[src/rtl/phase_timer.sv]
// Programmable, pausable phase timer: a bank of run-time durations in whole seconds,
// a one-second prescaler, remaining-time readout, pause/abort and a one-cycle done pulse.
module phase_timer #(
   parameter int unsigned CLK_FREQ  = 50000000,
   parameter int unsigned SEC_W     = 8,
   parameter int unsigned SEL_W     = 2,
   parameter int unsigned DEF_LONG  = 25,
   parameter int unsigned DEF_SHORT = 4
) (
   input  logic             clk,
   input  logic             rst,
   input  logic             start,
   input  logic [SEL_W-1:0] sel,
   input  logic             pause,
   input  logic             abort,
   input  logic             cfg_we,
   input  logic [SEL_W-1:0] cfg_addr,
   input  logic [SEC_W-1:0] cfg_data,
   output logic             busy,
   output logic             done,
   output logic             tick,
   output logic [SEC_W-1:0] remaining
);

   localparam int unsigned SLOTS  = 1 << SEL_W;
   localparam logic [31:0] PRE_TC = 32'(CLK_FREQ - 1);

   typedef enum logic [1:0] {IDLE, RUN, HOLD} state_t;

   state_t           state;
   logic [31:0]      pre;
   logic [SEC_W-1:0] slot [SLOTS];

   // Duration bank; a start on the same edge as a write reads the old value.
   always_ff @(posedge clk or posedge rst) begin
      if (rst) begin
         for (int i = 0; i < SLOTS; i++) begin
            slot[i] <= (i == 0) ? SEC_W'(DEF_LONG) : SEC_W'(DEF_SHORT);
         end
      end else if (cfg_we) begin
         slot[cfg_addr] <= cfg_data;
      end
   end

   // Timer FSM; the HOLD->RUN edge already counts, so each HOLD cycle costs one cycle.
   always_ff @(posedge clk or posedge rst) begin
      if (rst) begin
         state     <= IDLE;
         pre       <= '0;
         busy      <= 1'b0;
         done      <= 1'b0;
         tick      <= 1'b0;
         remaining <= '0;
      end else begin
         done <= 1'b0;
         tick <= 1'b0;
         if (abort) begin
            state     <= IDLE;
            pre       <= '0;
            remaining <= '0;
            busy      <= 1'b0;
         end else begin
            case (state)
               IDLE: begin
                  if (start) begin
                     if (slot[sel] != '0) begin
                        state     <= RUN;
                        remaining <= slot[sel];
                        pre       <= '0;
                        busy      <= 1'b1;
                     end else begin
                        done <= 1'b1;
                     end
                  end
               end
               RUN, HOLD: begin
                  if (pause) begin
                     state <= HOLD;
                  end else if (pre == PRE_TC) begin
                     pre       <= '0;
                     tick      <= 1'b1;
                     remaining <= remaining - SEC_W'(1);
                     if (remaining == SEC_W'(1)) begin
                        state <= IDLE;
                        busy  <= 1'b0;
                        done  <= 1'b1;
                     end else begin
                        state <= RUN;
                     end
                  end else begin
                     pre   <= pre + 32'd1;
                     state <= RUN;
                  end
               end
               default: begin
                  state <= IDLE;
                  busy  <= 1'b0;
               end
            endcase
         end
      end
   end

endmodule

[config.mk]
export PLATFORM = sky130hd
export DESIGN_NAME = phase_timer
export DESIGN_NICKNAME = d
export VERILOG_FILES = /design/src/rtl/phase_timer.sv
export SDC_FILE = /design/constraint.sdc
export NUM_CORES = 1
export LEC_CHECK = 0
export ABC_CLOCK_PERIOD_IN_PS = 7800
export BUFFER_PORTS_ARGS = -buffer_cell sky130_fd_sc_hd__buf_2
export CAP_MARGIN = 10
export CORE_MARGIN = 3
export CORE_UTILIZATION = 41
export CTS_CLUSTER_SIZE = 8
export DETAILED_ROUTE_END_ITERATION = 7
export HOLD_SLACK_MARGIN = 0.02
export PLACE_DENSITY = 0.67
export SYNTH_ARGS = -nofsm -noshare
export SYNTH_HDL_FRONTEND = slang
export SYNTH_SLANG_ARGS = --single-unit
[constraint.sdc]
create_clock -name clk -period 7.8 [get_ports clk]
set_clock_uncertainty 0.05 [all_clocks]
set_input_delay 0.39 -clock clk [delete_from_list [all_inputs] [get_ports clk]]
set_output_delay 0.39 -clock clk [all_outputs]
set_load 0.1 [all_outputs]
### Yosys cells after proc, flatten, opt, wreduce, memory -nomap -nowiden

Index checks and enable logic that the tools add are counted.

* add/sub/neg operators: 2
* multipliers: 0
* div/mod/pow operators: 0
* magnitude comparators: 3
* eq/ne operators: 9
* shifts and indexed selects: 0
* muxes and demuxes: 43
* bitwise logic cells: 2
* reductions and logical operators: 9

Operators with widths (count)
* 32-bit 2-to-1 mux: 5
* 8-bit 2-to-1 mux: 8
* 32-bit case mux with 2 select lines: 1
* 32-bit by 1-bit adder with 32-bit output (second input constant): 1
* 32-bit bitwise mux: 1
* 32-bit by 26-bit equality test with 1-bit output (second input constant): 1
* 1-bit 2-to-1 mux: 17
* 8-bit binary-select mux with 2-bit select: 1
* 8-bit demux with 2-bit select: 1
* 8-bit case mux with 2 select lines: 1
* 3-bit != test (second input constant): 5
* 2-bit 2-to-1 mux: 5
* 5-bit AND reduction: 2
* 8-bit by 1-bit equality test with 1-bit output (second input constant): 1
* 8-bit nonzero test: 1
* 8-bit by 1-bit subtractor with 8-bit output (second input constant): 1
* 3-bit >= comparator (second input constant): 2
* 2-bit inverter with 3-bit output: 2
* 1-bit case mux with 2 select lines: 2
* 2-bit case mux with 2 select lines: 1
* 4-bit AND reduction: 1
* 3-bit by 1-bit less-than comparator with 1-bit output (second input constant): 1
* 3-bit nonzero test: 1
* 2-bit by 1-bit equality test with 1-bit output (second input constant): 1
* other kinds (5): 5

* register bits after elaboration: 77
* bits in latches: 0
* bits in writable memories: 0
* bits in read-only memories: 0
* word-level logic and storage cells: 78
* memories: 0

### Logic depth before layout (Yosys ltp)

* depth in word-level cells: 9
* mapped depth: 11

### Worst setup path after synthesis

No wires, ideal clock.

* path type: reg2reg
* from: reg remaining[3]
* to: reg busy
* arrival time: 2.659 ns
* required time: 7.683 ns
* setup slack: 5.023 ns
* cell stages (with the launch flop): 7
* clock period less this slack: 2.777 ns
* path through: dfrtp_1 > or4_1 > or4b_2 > nor4_2 > a21oi_1 > nor3_1 > o22a_1

* word-level cells in the longest chain between the ends: 3

Ends and longest elaborated chain
* start: declaration: RTL line 22 `output logic [SEC_W-1:0] remaining`
* start signal: assignment: RTL line 68 `remaining <= slot[sel];`
* start signal: assignment: RTL line 82 `remaining <= remaining - SEC_W'(1);`
* 8-bit by 1-bit equality test with 1-bit output: RTL line 83 `if (remaining == SEC_W'(1)) begin`
* 3-bit != test (no line)
* 5-bit AND reduction (no line)
* end signal: assignment: RTL line 70 `busy <= 1'b1;`
* end signal: assignment: RTL line 85 `busy <= 1'b0;`
* end signal: assignment: RTL line 97 `busy <= 1'b0;`
* end: declaration: RTL line 19 `output logic busy,`

Every way passes these cells.
A chain may end at the register's enable or synchronous reset.

### Worst setup path after layout

* from: reg state[0]
* to: reg pre[25]

* word-level cells in the longest chain between the ends: 4
* elaborated cells on any way between the ends: 11
* those cells by class: eq/ne: 5; mux: 2; reduce/logical: 4

Ends and longest elaborated chain
* start: declaration: RTL line 30 `state_t state;`
* start signal: assignment: RTL line 48 `state <= IDLE;`
* start signal: assignment: RTL line 58 `state <= IDLE;`
* start signal: assignment: RTL line 67 `state <= RUN;`
* 2-bit by 1-bit equality test with 1-bit output or 2-bit equality test (tied branches): RTL line 63 `case (state)`
* 2-bit OR reduction: RTL line 63
* 3-bit != test (no line) (tied with other cells)
* 4-bit AND reduction (no line) or 32-bit 2-to-1 mux (tied branches)
* end signal: assignment: RTL line 91 `pre <= pre + 32'd1;`
* end: declaration: RTL line 31 `logic [31:0] pre;`

Parallel ways exist; a longest one is shown, timed or not.

==> flow_metrics.env <==
export IMPL_status="finished clean"
export IMPL_diodes=0
export IMPL_hold_worst_slack_ns=0.260
export IMPL_hpwl_um=6250
export IMPL_final_cells=550
export IMPL_crit_path_cell_trace="inv_1 -> ha_1 -> clkinv_1 -> nor2_1 -> o31ai_4 -> buf_4 -> or2_1 -> or4_1 -> o31ai_1"
export IMPL_clockBufferDepth=2
export IMPL_cts_buffers=9
export IMPL_drcViolationCount=0
export IMPL_finalNetCount=439
export IMPL_rsz0062_at_grt="no"
export IMPL_yosys_top_cells_count="71 x dfrtp_1, 40 x o21ai_0, 32 x mux2_2, 25 x nor2_1, 23 x o31ai_1"
export IMPL_ir_drop_mv=0.157
export IMPL_io_pins=29
export IMPL_cp_top_family="simple AND/OR/NAND/NOR gates"
export IMPL_tightest_slew_ns=1.06
export IMPL_worstHoldStart="cfg_data[0]"
export IMPL_synth_top_flop_cell="dfrtp_1"
export IMPL_setup_viol=0
export IMPL_synth_top_area_share_pct=43.7
export IMPL_crit_buf_inv=3
export IMPL_clk_pin_slew_ns=0.09
export IMPL_slew_headroom_pct=28.5
export IMPL_synth_cells=392
export IMPL_critPathKind="reg2reg"
export IMPL_fp_dieH_um=106
export IMPL_area_growth_pct=11.3
export IMPL_dp_cells=534
export IMPL_grt_max_degree=78
export IMPL_p_clk_share_pct=23.5
export IMPL_syn_area_um2=4070
export IMPL_grt_use_total_pct=17.4
export IMPL_die_x_um=106
export IMPL_num_rows=35
export IMPL_dr_pass1_iters=4
export IMPL_p_int_mw=0.769
export IMPL_synth_area_per_cell_um2=10.4
export IMPL_crit_start="state[0]"
export IMPL_yosys_area_top_type="dfrtp_1"
export IMPL_fin_ws_ns=4.21
export IMPL_async_reset_ff_share_pct=100
export IMPL_fin_crit_sh_pct=46.0
export IMPL_synthDistinctLibCells=49
export IMPL_end_kind="flop"
export IMPL_power_switching_mw=0.560
export IMPL_yosysMostFrequentCell="dfrtp_1"
export IMPL_yosysSeqAreaShare_pct=47.6
export IMPL_power_frac_comb_pct=38.3
export IMPL_drtIter0Drc=189
export IMPL_ant_nets=0
export IMPL_htree_levels=3
export IMPL_drt_total_wl_um=9250
export IMPL_max_cap_viol_count=0
export IMPL_worstReg2RegStart="state[0]"
export IMPL_dp_worst_setup_slack_ns=4.01
export IMPL_ys_top_cells_by_area="dfrtp_1 44%, mux2_2 8.9%, o21ai_0 4.9%"
export IMPL_overflow=0
export IMPL_finalHoldViolCount=0
export IMPL_dr_total_vias=3245
export IMPL_required_ns=8.00
export IMPL_synth_seq_cells=77
export IMPL_drv_slew=0
export IMPL_timing_fmax_mhz=278
export IMPL_cts_repair_resize_count=0
export IMPL_clock_latency_ns=0.34
export IMPL_layout_drive_gt1_share_pct=24.5
export IMPL_avgViaCountPerCell=5.90
export IMPL_final_core_util_pct=47.9
export IMPL_power_leakage_nw=1.85
export IMPL_root_buffer="clkbuf_8"
export IMPL_routedWlPerCell_um=16.8
export IMPL_place_congestion=0.904
export IMPL_grt_pass1_wl_um=15900
export IMPL_switching_share_pct=42.1
export IMPL_core_um2=9460
export IMPL_start_util_pct=43.0
export IMPL_power_density_nw_per_um2=293
export IMPL_critPathSlowestCell="or4_1"
export IMPL_port_buffers=28
export IMPL_syn_nets=415
export IMPL_max_stage_delay_ns=0.62
export IMPL_dieArea_um2=11100
export IMPL_start_kind="flop"
export IMPL_antenna_found_initial=0
export IMPL_finalSetupTns_ns=0
export IMPL_arrival_ns=3.79
export IMPL_hold_buffers=0
export IMPL_grt_pass1_vias=3223
export IMPL_cts_tree="built"
export IMPL_min_period_ns=3.59
export IMPL_post_cts_buffers=0
export IMPL_power_frac_seq_pct=38.1
export IMPL_cts_sinks=77
export IMPL_hold_path_class="in2reg"
export IMPL_nFillCells=899
export IMPL_synth_warnings=0
export IMPL_path_max_fanout=31
export IMPL_synth_edf_count=0
[cells by family (layout without fill, tap and decap cells)]
kind of cell | after synthesis | in the layout | synth area share, %
and+or+nand+nor | 120 | 120 | 15.8
AOI/OAI and AO/OA | 118 | 118 | 17.7
DFF | 77 | 77 | 47.6
muxes | 42 | 42 | 13.8
buffers and inverters | 30 | 59 | 3.63
adders and majority gates | 5 | 5 | 1.54
[worst register-to-register path, stage by stage, from the launching register on]
cell      delay [ns]
dfrtp_1         0.36
inv_1           0.05
ha_1            0.47
clkinv_1        0.34
nor2_1          0.38
o31ai_4         0.11
buf_4           0.25
or2_1           0.60
or4_1           0.63
o31ai_1         0.25
[final cells by class]
type	count	area (um^2)	share of cell area, %
clock buffers	11	151	3.34
clock inverters	5	58.8	1.30
inverters	11	41.3	0.912
multi-input cells	285	2010	44.4
flip-flops and latches	77	1930	42.7
well taps	129	161	3.57
repair buffers	32	170	3.76
[through the flow]
stage	total power, mW	instance area, um^2
final	1.33	4530
after global routing	1.40	4530
after CTS	1.33	4530
after detailed placement	1.02	4320
after global placement	1.01	4320
after floorplan	0.915	4070
[worst paths after layout]
check / slack (ns) / cells past startpoint / endpoint
worst max-delay path: 4.21 / 9 / pre[25]
worst min-delay path: 0.26 / 2 / slot[0]
worst max register to register: 4.21 / 9 / pre[25]
worst min register to register: 0.44 / 1 / pre[22]
max in group asynchronous: 6.79 / 3 / remaining[1]
min in group asynchronous: 0.30 / 3 / pre[13]
[power groups by stage]
stage               Sequential (mW)  Clock (mW)  Combinational [mW]
floorplan                     0.656           0               0.259
global placement              0.511           0               0.496
detailed placement            0.514           0               0.503
CTS                           0.506       0.321               0.504
global route                  0.516       0.338               0.547
finish                        0.507       0.313               0.509
[registers in the layout, summed over array words and instances (netlist names)]
| signal | cells |
|---|---|
| slot | 32 |
| tick | 1 |
| pre | 32 |
| busy | 1 |
| done | 1 |
| state | 2 |
| remaining | 8 |
[per-layer routing]
metal / share of wire (%) / GRT usage (%)
met5: 0 / 0
met4: 1.1 / 5.83
met3: 5.1 / 3.37
met2: 48 / 27.3
met1: 46 / 24.2
[placed cells by master (no fill, tap or decap), types with 2 or more instances in the layout]
cell,synthesis,layout
dfrtp_1,71,71
nor3_1,10,10
nand2b_1,4,4
o41ai_1,4,4
nand3b_1,4,4
buf_2,5,28
mux2i_1,2,2
nor2b_1,5,5
buf_4,3,4
a21oi_1,18,18
nand4_1,5,5
dfstp_2,6,6
nor4_1,4,4
a41oi_1,3,3
mux2_2,32,32
ha_1,5,5
mux4_2,8,8
clkbuf_8,0,11
inv_1,10,9
clkinvlp_4,0,2
nand3_1,15,15
or4_1,3,3
nand2_1,22,22
and2_1,5,5
and4_1,3,3
nor2_1,25,25
o21ai_0,40,40
o31ai_1,23,22
a31oi_1,11,11
o21ai_1,13,13
and3_1,5,5
(Power assumes the default switching activity.)
